`src/rtl/xnor_dot_ctrl_pkg.sv`:
```
// Shared widths and FSM encoding for the binary XNOR/popcount dot-product controller.
package xnor_dot_ctrl_pkg;

  parameter int unsigned WORD_W = 16;
  parameter int unsigned LEN_W  = 8;
  parameter int unsigned HAM_W  = LEN_W + 4;
  parameter int unsigned DOT_W  = LEN_W + 5;

  typedef enum logic [1:0] {
    StIdle = 2'd0,
    StRun  = 2'd1,
    StDone = 2'd2
  } state_e;

endpackage

```
`src/rtl/xnor_dot_ctrl_xor.sv`:
```
// Existing 16-bit bitwise XOR datapath; a set output bit marks a sign mismatch.
module XorX16 (
  input  logic [15:0] a,
  input  logic [15:0] b,
  output logic [15:0] y
);

  assign y = a ^ b;

endmodule

```
`src/rtl/xnor_dot_ctrl.sv`:
```
// Binary dot-product controller: accumulates per-word mismatch counts over a job of len
// word pairs, then presents hamming and the signed dot product until consumed.
module xnor_dot_ctrl
  import xnor_dot_ctrl_pkg::*;
#(
  parameter int unsigned WORD_W = xnor_dot_ctrl_pkg::WORD_W,
  parameter int unsigned LEN_W  = xnor_dot_ctrl_pkg::LEN_W
) (
  input  logic                 clk,
  input  logic                 rst_n,
  input  logic                 start,
  input  logic [LEN_W-1:0]     len,
  input  logic                 abort,
  input  logic [WORD_W-1:0]    a_data,
  input  logic [WORD_W-1:0]    b_data,
  input  logic                 in_valid,
  output logic                 in_ready,
  output logic [LEN_W+3:0]     hamming,
  output logic [LEN_W+4:0]     dot,
  output logic                 result_valid,
  input  logic                 result_ready,
  output logic                 busy
);

  localparam int unsigned HamW = LEN_W + 4;
  localparam int unsigned DotW = LEN_W + 5;
  localparam int unsigned PopW = $clog2(WORD_W + 1);

  state_e            state_q, state_d;
  logic [LEN_W-1:0]  cnt_q, cnt_d;
  logic [LEN_W-1:0]  len_q, len_d;
  logic [HamW-1:0]   ham_q, ham_d;

  logic [WORD_W-1:0] diff;
  logic [PopW-1:0]   pop;
  logic              beat;

  XorX16 u_xor (
    .a (a_data),
    .b (b_data),
    .y (diff)
  );

  always_comb begin
    pop = '0;
    for (int i = 0; i < int'(WORD_W); i++) begin
      pop = pop + PopW'(diff[i]);
    end
  end

  assign in_ready     = (state_q == StRun);
  assign result_valid = (state_q == StDone);
  assign busy         = (state_q != StIdle);
  assign beat         = in_valid && in_ready;

  always_comb begin
    state_d = state_q;
    cnt_d   = cnt_q;
    len_d   = len_q;
    ham_d   = ham_q;
    unique case (state_q)
      StIdle: begin
        if (start) begin
          len_d   = len;
          cnt_d   = len;
          ham_d   = '0;
          state_d = (len == '0) ? StDone : StRun;
        end
      end
      StRun: begin
        if (abort) begin
          len_d   = '0;
          ham_d   = '0;
          state_d = StIdle;
        end else if (beat) begin
          ham_d = ham_q + HamW'(pop);
          cnt_d = cnt_q - LEN_W'(1);
          if (cnt_q == LEN_W'(1)) state_d = StDone;
        end
      end
      StDone: begin
        // Abort wins over result_ready so a cancelled job never leaves a stale result.
        if (abort) begin
          len_d   = '0;
          ham_d   = '0;
          state_d = StIdle;
        end else if (result_ready) begin
          state_d = StIdle;
        end
      end
      default: state_d = StIdle;
    endcase
  end

  always_ff @(posedge clk or negedge rst_n) begin
    if (!rst_n) begin
      state_q <= StIdle;
      cnt_q   <= '0;
      len_q   <= '0;
      ham_q   <= '0;
    end else begin
      state_q <= state_d;
      cnt_q   <= cnt_d;
      len_q   <= len_d;
      ham_q   <= ham_d;
    end
  end

  // Each word contributes WORD_W agreements minus 2 per mismatch; the sum fits DotW exactly.
  logic [DotW-1:0] total_bits;
  assign total_bits = DotW'(len_q) * DotW'(WORD_W);
  assign hamming    = ham_q;
  assign dot        = total_bits - {ham_q, 1'b0};

endmodule

```
`config.mk`:
```
export PLATFORM = sky130hd
export DESIGN_NAME = xnor_dot_ctrl
export DESIGN_NICKNAME = d
export VERILOG_FILES = /design/src/rtl/xnor_dot_ctrl_pkg.sv /design/src/rtl/xnor_dot_ctrl_xor.sv /design/src/rtl/xnor_dot_ctrl.sv
export SDC_FILE = /design/constraint.sdc
export NUM_CORES = 1
export LEC_CHECK = 0
export CORE_UTILIZATION = 45
export CTS_BUF_LIST = sky130_fd_sc_hd__clkbuf_16
export DETAILED_ROUTE_END_ITERATION = 8
export DONT_BUFFER_PORTS = 1
export GPL_ROUTABILITY_DRIVEN = 0
export PLACE_DENSITY = 0.67
export SETUP_SLACK_MARGIN = 0.15
export SYNTH_ARGS = -nofsm -noshare
export SYNTH_HDL_FRONTEND = slang
export SYNTH_HIERARCHICAL = 1
export SYNTH_SLANG_ARGS = --single-unit
```
`constraint.sdc`:
```
create_clock -name clk -period 6.2 [get_ports clk]
set_clock_uncertainty 0.1 [all_clocks]
set_input_delay 0.93 -clock clk [delete_from_list [all_inputs] [get_ports clk]]
set_output_delay 0.93 -clock clk [all_outputs]
set_load 0.005 [all_outputs]
```
==> results of run 1 <==
## power breakdown
| part | internal (uW) | switching, uW |
|---|---|---|
| logic | 454 | 576 |
| clock network | 188 | 89.2 |
| registers | 261 | 75.0 |
## registers in the layout (all words and copies together) (netlist names)
name and cells:
state_q 2, hamming 12, len_q 8, cnt_q 8
## cell usage in the layout (no fill, tap or decap), drive strengths merged, types with 2 or more instances in the layout
cell / instances
nand2b: 5
o211ai: 4
o31ai: 4
or3: 4
nor2b: 4
nor3b: 3
a21o: 2
xor2: 18
ha: 23
clkinv: 2
o21ai: 27
xnor2: 9
or2: 4
nand3: 12
nand2: 24
o21a: 5
and2b: 9
fa: 12
a31oi: 5
or4: 3
a21oi: 19
o2111ai: 2
dfrtp: 30
clkbuf: 5
nor2: 9
nor4: 4
inv: 42
nor3: 5
o22ai: 6
## worst max-delay path: stages
cell and delay (ns):
xor2_1 0.15, inv_1 0.08, fa_1 0.55, fa_1 0.45
fa_1 0.54, fa_1 0.42, fa_1 0.41, fa_1 0.39
nor2b_1 0.19, o2111ai_1 0.16, a311o_1 0.35, or4_1 0.52
nand3_1 0.11
## final timing paths
| check | startpoint | end | slack [ns] | cells after the start |
|---|---|---|---|---|
| worst max-delay path | b_data[4] | hamming[10] | 1.05 | 13 |
| worst min-delay path | rst_n | state_q[1] | 0.24 | 0 |
| worst max register to register | hamming[0] | hamming[10] | 1.34 | 12 |
| worst min register to register | len_q[5] | len_q[5] | 0.41 | 2 |
| max in group asynchronous | rst_n | hamming[0] | 5.67 | 0 |
| min in group clk | len_q[5] | len_q[5] | 0.41 | 2 |
## per-layer routing
metal  track usage, %  up-vias  wire length (um)
li1                 -     1120                 -
met1            28.78     1080              2966
met2            28.73       62              2800
met3            5.682        9               406
met4            7.500        0               100
met5                0        -                 0
## area by class of cell
cell class	instances	area share, %
inverters	42	5.252
multi-input cells	242	60.86
flip-flops and latches	30	25.01
repair buffers	1	0.2501
well taps	75	3.126
clock inverters	3	1.334
clock buffers	5	4.168
## metrics by stage
step                      hold WS, ns  std cells  total power [uW]  setup WS, ns
after floorplan                0.3692        323              1174         1.018
after CTS                      0.2365        398              1654         1.049
after global routing           0.2348        398              1807        0.8711
after detailed placement       0.4120        390              1372        0.8220
after global placement         0.4008        390              1335        0.8982
final                          0.2422        398              1643         1.046
## cells by family after synthesis
kind of cell	Yosys count	synth area share (%)
and+or+nand+nor	93	18.10
AOI/OAI and AO/OA	85	19.53
buffers and inverters	51	7.498
adders and majority gates	35	18.95
DFF	30	26.94
xor gates and xnor gates	27	8.487
other	1	0.1346
muxes	1	0.3592
==> results.md, run 1 <==
- Area leader, netlist: dfrtp_1
- Routed len/inst: 15.76 um
- Tightest Pin Transition: about 0.70 ns
- Worst vdd ir: 0.3409 mV
- Cell with the most instances after synthesis: inv_1
- Sequential element share of the synthesized area: 26.94%
- Crit path DAT: approximately 5.3 ns
- CTS sink cnt: 30
- Die width: 80.69 um
- Cells after Synth: between 300 and 400
- Multi-input gate area: 1827 um2
- # DRC: 0
- Setup_tns: 0 ns
- Std-Cell Core Area: 5956 um2
- Syn Nets: 404
- Worst Setup Start Kind: input pin
- Final Max Tran Viols: 0
- Hpwl dp: between 4000 and 5000 um
- Max frequency: 194.0 MHz
- Setup Fix Bufs, Post-CTS: 0
- Die ar.: 6511 um2
- Mapped Area: 2786 um2
- First-pass GRT wire length: 9860 um
- CP Capture Type: register
- DR vias/cell: around 5.7
- Hold Path Class: input pin to asynchronous set/reset pin
- Synth Warn #: 6
- Design Area, Final: roughly 3000 um2
- # fillers: 561
- #FFs+latches synth: 30
- Crit share post-route: 83.13%
- Hold Vio Cnt, Final: 0
- CTS tree: yes
- DRT Pass-1 Iters: 4
- Storage element area: 750.7 um2
- Layout cells sized above 1: approximately 4.6%
- Tot GR Track Use: 20.22%
- CTS HTree Levels: 2
- Crit-path max FO: 4
- Slew headroom: 52.71%
- Ys flop type: dfrtp_1
- Distinct cell type count after synthesis: 55
- Row cnt: 28
- EDFF count, synth: 0
- CP Class: input pin to register
- Max_cap viols: 0
- CTS root buffer: clkbuf_16
- Clock slew at reported path FFs: 0.05 ns
- Hold bufs inserted after CTS: 0
- Final Core Density: 50.40%
- RSZ-0062 raised after global routing: false
- Commonest cells post-synth: inv_1, dfrtp_1, o21ai_0
- Largest net degree at the start of global routing: 31
- Placed inst area: approximately 2800 um2
- Starting Density: 46.79%
- Final setup violation count: 0
- Leak: 0.001358 uW
- Req. time, crit path: between 6 and 7 ns
- Worst skew pair latency: 0.28 ns
- PwrDens: 547.2 nW/um2
- Post-Syn Area per Cell: 8.627 um2
- Final min period: 5.154 ns
- Vias in the first global route: 1997
- Number of gates resized after CTS: 0
- Total number of vias: 2271
- CTS buffer count: 5
- Total grt overflow: 0
- Final net count: roughly 400
- I/O Pins: 74
- CTS Buffer Depth: 2
- Initial antenna violation count: 0
- N_diodes: 0
- Iteration-0 DRC count of the detailed router: 150
- Layout area overhead: 7.723%
- DIE HEIGHT: 80.69 um
- Routed Antenna Nets: 0
- DRT Wirelength: 6274 um
- Port Buffer Count: 0
- Area contributors post-synth: dfrtp_1, ha_1, fa_1, inv_1, xor2_1
- Top-area cell type share of the netlist area: 26.94%
- Status: finished, final reports clean
- Async S/R FF share, synth: 100.0%
No activity file was read; power rests on OpenSTA's default activity.
==> run 2: changes to the inputs <==
Settings changed: PLACE_DENSITY 0.67 to 0.69.
Clock period 6.2 ns to 4.7 ns, I/O delays scaled along.
==> results.md, run 2 (synthesis results as in run 1) <==
- Worst Setup EP: hamming[8] (was hamming[10])
- Die ar.: 6511 um2 (unchanged)
- Met3 Use GR: 6.818% (was 5.682%)
- Dpl ws: -0.3273 ns (was 0.8220 ns)
- Cell mode on critical path: fa_1 (unchanged)
- CTS Buffer Depth: 2 (unchanged)
- Most frequent cells in the layout: inv_1, dfrtp_1, o21ai_0 (unchanged)
- Crit path DAT: 4.73 ns (was 5.26 ns)
- Final setup violation count: 0 (unchanged)
- Leading cell type in the layout, fill and taps excluded: inv_1 (unchanged)
- Total grt overflow: 0 (unchanged)
- Leak: 0.001397 uW (was 0.001358 uW)
- Req. time, crit path: 4.80 ns (was 6.31 ns)
- Status: finished, final reports clean (unchanged)
- Crit. Startpoint: b_data[10] (was b_data[4])
- Total number of vias: 2279 (was 2271)
- Worst setup margin: 0.07538 ns (was 1.046 ns)
- Worst skew pair latency: 0.28 ns (about the same)
- CTS HTree Levels: 2 (unchanged)
- Hold Path Class: input pin to asynchronous set/reset pin (unchanged)
- Max_cap viols: 0 (unchanged)
- DRT Pass-1 Iters: 5 (was 4)
- DIE HEIGHT: 80.69 um (unchanged)
- Final min period: 4.625 ns
- DR vias/cell: 5.613 (was 5.706)
- Met1 Resource Use GR: 27.82% (was 28.78%)
- CTS buffer count: 5 (unchanged)
- N_diodes: 0 (unchanged)
- First-pass GRT wire length: 10430 um (was 9860 um)
- Initial antenna violation count: 0 (unchanged)
- CTS sink cnt: 30 (unchanged)
- Worst Setup Start Kind: input pin (unchanged)
- Routed Antenna Nets: 0 (unchanged)
- Largest delay share family, worst path: adder cells (unchanged)
- Worst vdd ir: 0.5973 mV (was 0.3409 mV)
- Gr busiest metal: met2 (was met1)
- Final Max Tran Viols: 0 (unchanged)
- Final Core Density: 52.16% (was 50.40%)
- Die width: 80.69 um (unchanged)
- PwrDens: 751.2 nW/um2 (was 547.2 nW/um2)
- Max frequency: 216.2 MHz
- Final net count: 411 (was 403)
- Hold Vio Cnt, Final: 0 (unchanged)
- Vias in the first global route: 2186 (was 1997)
- Reg2reg path depth: 13 (was 12)
- CP Capture Type: register (unchanged)
- Crit-path max FO: 3 (was 4)
- Row cnt: 28 (unchanged)
- Worst flop-to-flop path startpoint: hamming[0] (unchanged)
- CP bufs+invs: 2 (was 1)
- Crit share post-route: 98.40%
- Hpwl dp: 5030 um (was 4900 um)
- Placed Instances: 394 (was 390)
- Port Buffer Count: 0 (unchanged)
- CP Class: input pin to register (unchanged)
- Slew headroom: 55.71% (was 52.71%)
- CTS root buffer: clkbuf_16 (unchanged)
- Iteration-0 DRC count of the detailed router: 110 (was 150)
- Routed len/inst: 15.99 um (was 15.76 um)
- Largest net degree at the start of global routing: 31 (unchanged)
- Tightest Pin Transition: 0.6459 ns (was 0.7033 ns)
- Starting Density: 46.79% (unchanged)
- CTS tree: yes (unchanged)
- Reg2Reg Capture Point: hamming[8] (was hamming[10])
- Post-Layout Cell Count: 406 (was 398)
- Crit path depth: 14 (was 13)
- Layout area overhead: 11.50% (was 7.723%)
- Worst hold slack: 0.02153 ns (was 0.2422 ns)
- Tot GR Track Use: 21.39% (was 20.22%)
- RSZ-0062 raised after global routing: true (was false)
- DRT Wirelength: 6492 um (was 6274 um)
- Clock slew at reported path FFs: 0.05 ns (about the same)
- I/O Pins: 74 (unchanged)
- Std-Cell Core Area: 5956 um2 (unchanged)
- Worst R2R Setup Slack: 0.22 ns (was 1.34 ns)
- # DRC: 0 (unchanged)
- GRT met2 Usage: 32.71% (was 28.73%)
- Max incr delay on CP: 0.55 ns (about the same)
- Layout cells sized above 1: 9.063% (was 4.644%)
- Crit path cell chain: xor2_4, fa_1, inv_1, fa_1, fa_1, fa_1, fa_2, fa_2, nor2b_2, o2111ai_2, a311o_1, buf_4, or3_1, o21ai_1 (was xor2_1, inv_1, fa_1, fa_1, fa_1, fa_1, fa_1, fa_1, nor2b_1, o2111ai_1, a311o_1, or4_1, nand3_1)
- Slowest cell on the critical path: fa_1 (unchanged)
- Max FFs per register: 12 (unchanged)
run 2: cell count changes in the layout (fill, tap and decap cells not counted), sizes merged:
| cell | before | now |
|---|---|---|
| buf | 1 | 9 |
run 2: metal layers:
layer	part of all wire (%)	up-vias
met5	0	-
met4	1.6	0
met3	6.0	10
met2	47	60
met1	46	1084
li1	-	1125
run 2: how the worst min path moves through the flow:
| stage | start | end | slack, ns | cells past startpoint |
|---|---|---|---|---|
| floorplan | rst_n | cnt_q[0] | 0.31 | 0 |
| global placement | rst_n | hamming[6] | 0.31 | 0 |
| detailed placement | rst_n | cnt_q[2] | 0.31 | 0 |
| CTS | rst_n | cnt_q[5] | 0.02 | 0 |
| global route | rst_n | len_q[7] | 0.005 | 0 |
| finish | rst_n | len_q[2] | 0.02 | 0 |
run 2: report_power, final:
part / switching (uW) / internal [uW] / total, uW
Clock: 118 / 248 / 366
Combinational: 825 / 708 / 1530
Sequential: 90.9 / 344 / 435
run 2: metrics by stage:
stage	cell area (um2)	setup TNS (ns)	total power, uW
after CTS	3047	0	2265
after floorplan	2794	-0.1561	1568
final	3107	0	2334
after global routing	3107	-0.06238	2553
after detailed placement	2874	-0.6215	1881
after global placement	2874	-0.4309	1842
run 2: layout make-up:
cell class | count | area, um2
clock buffers | 5 | 125.1
repair buffers | 9 | 67.56
fillers | 545 | 2849
flip-flops and latches | 30 | 750.7
clock inverters | 3 | 40.04
inverters | 42 | 157.7
multi-input cells | 242 | 1872
well taps | 75 | 93.84
run 2: repair_timing:
item,in CTS,in global routing
setup endpoints to repair,2,4
resized for setup,0,7
pin swaps,3,6
hold buffers,0,0
setup buffers,1,3
==> run 3: changes to the inputs <==
Settings changed: SLEW_MARGIN set to 0.
==> results of run 3 <==
Final layout, timing and power as in run 2 (identical DEF).
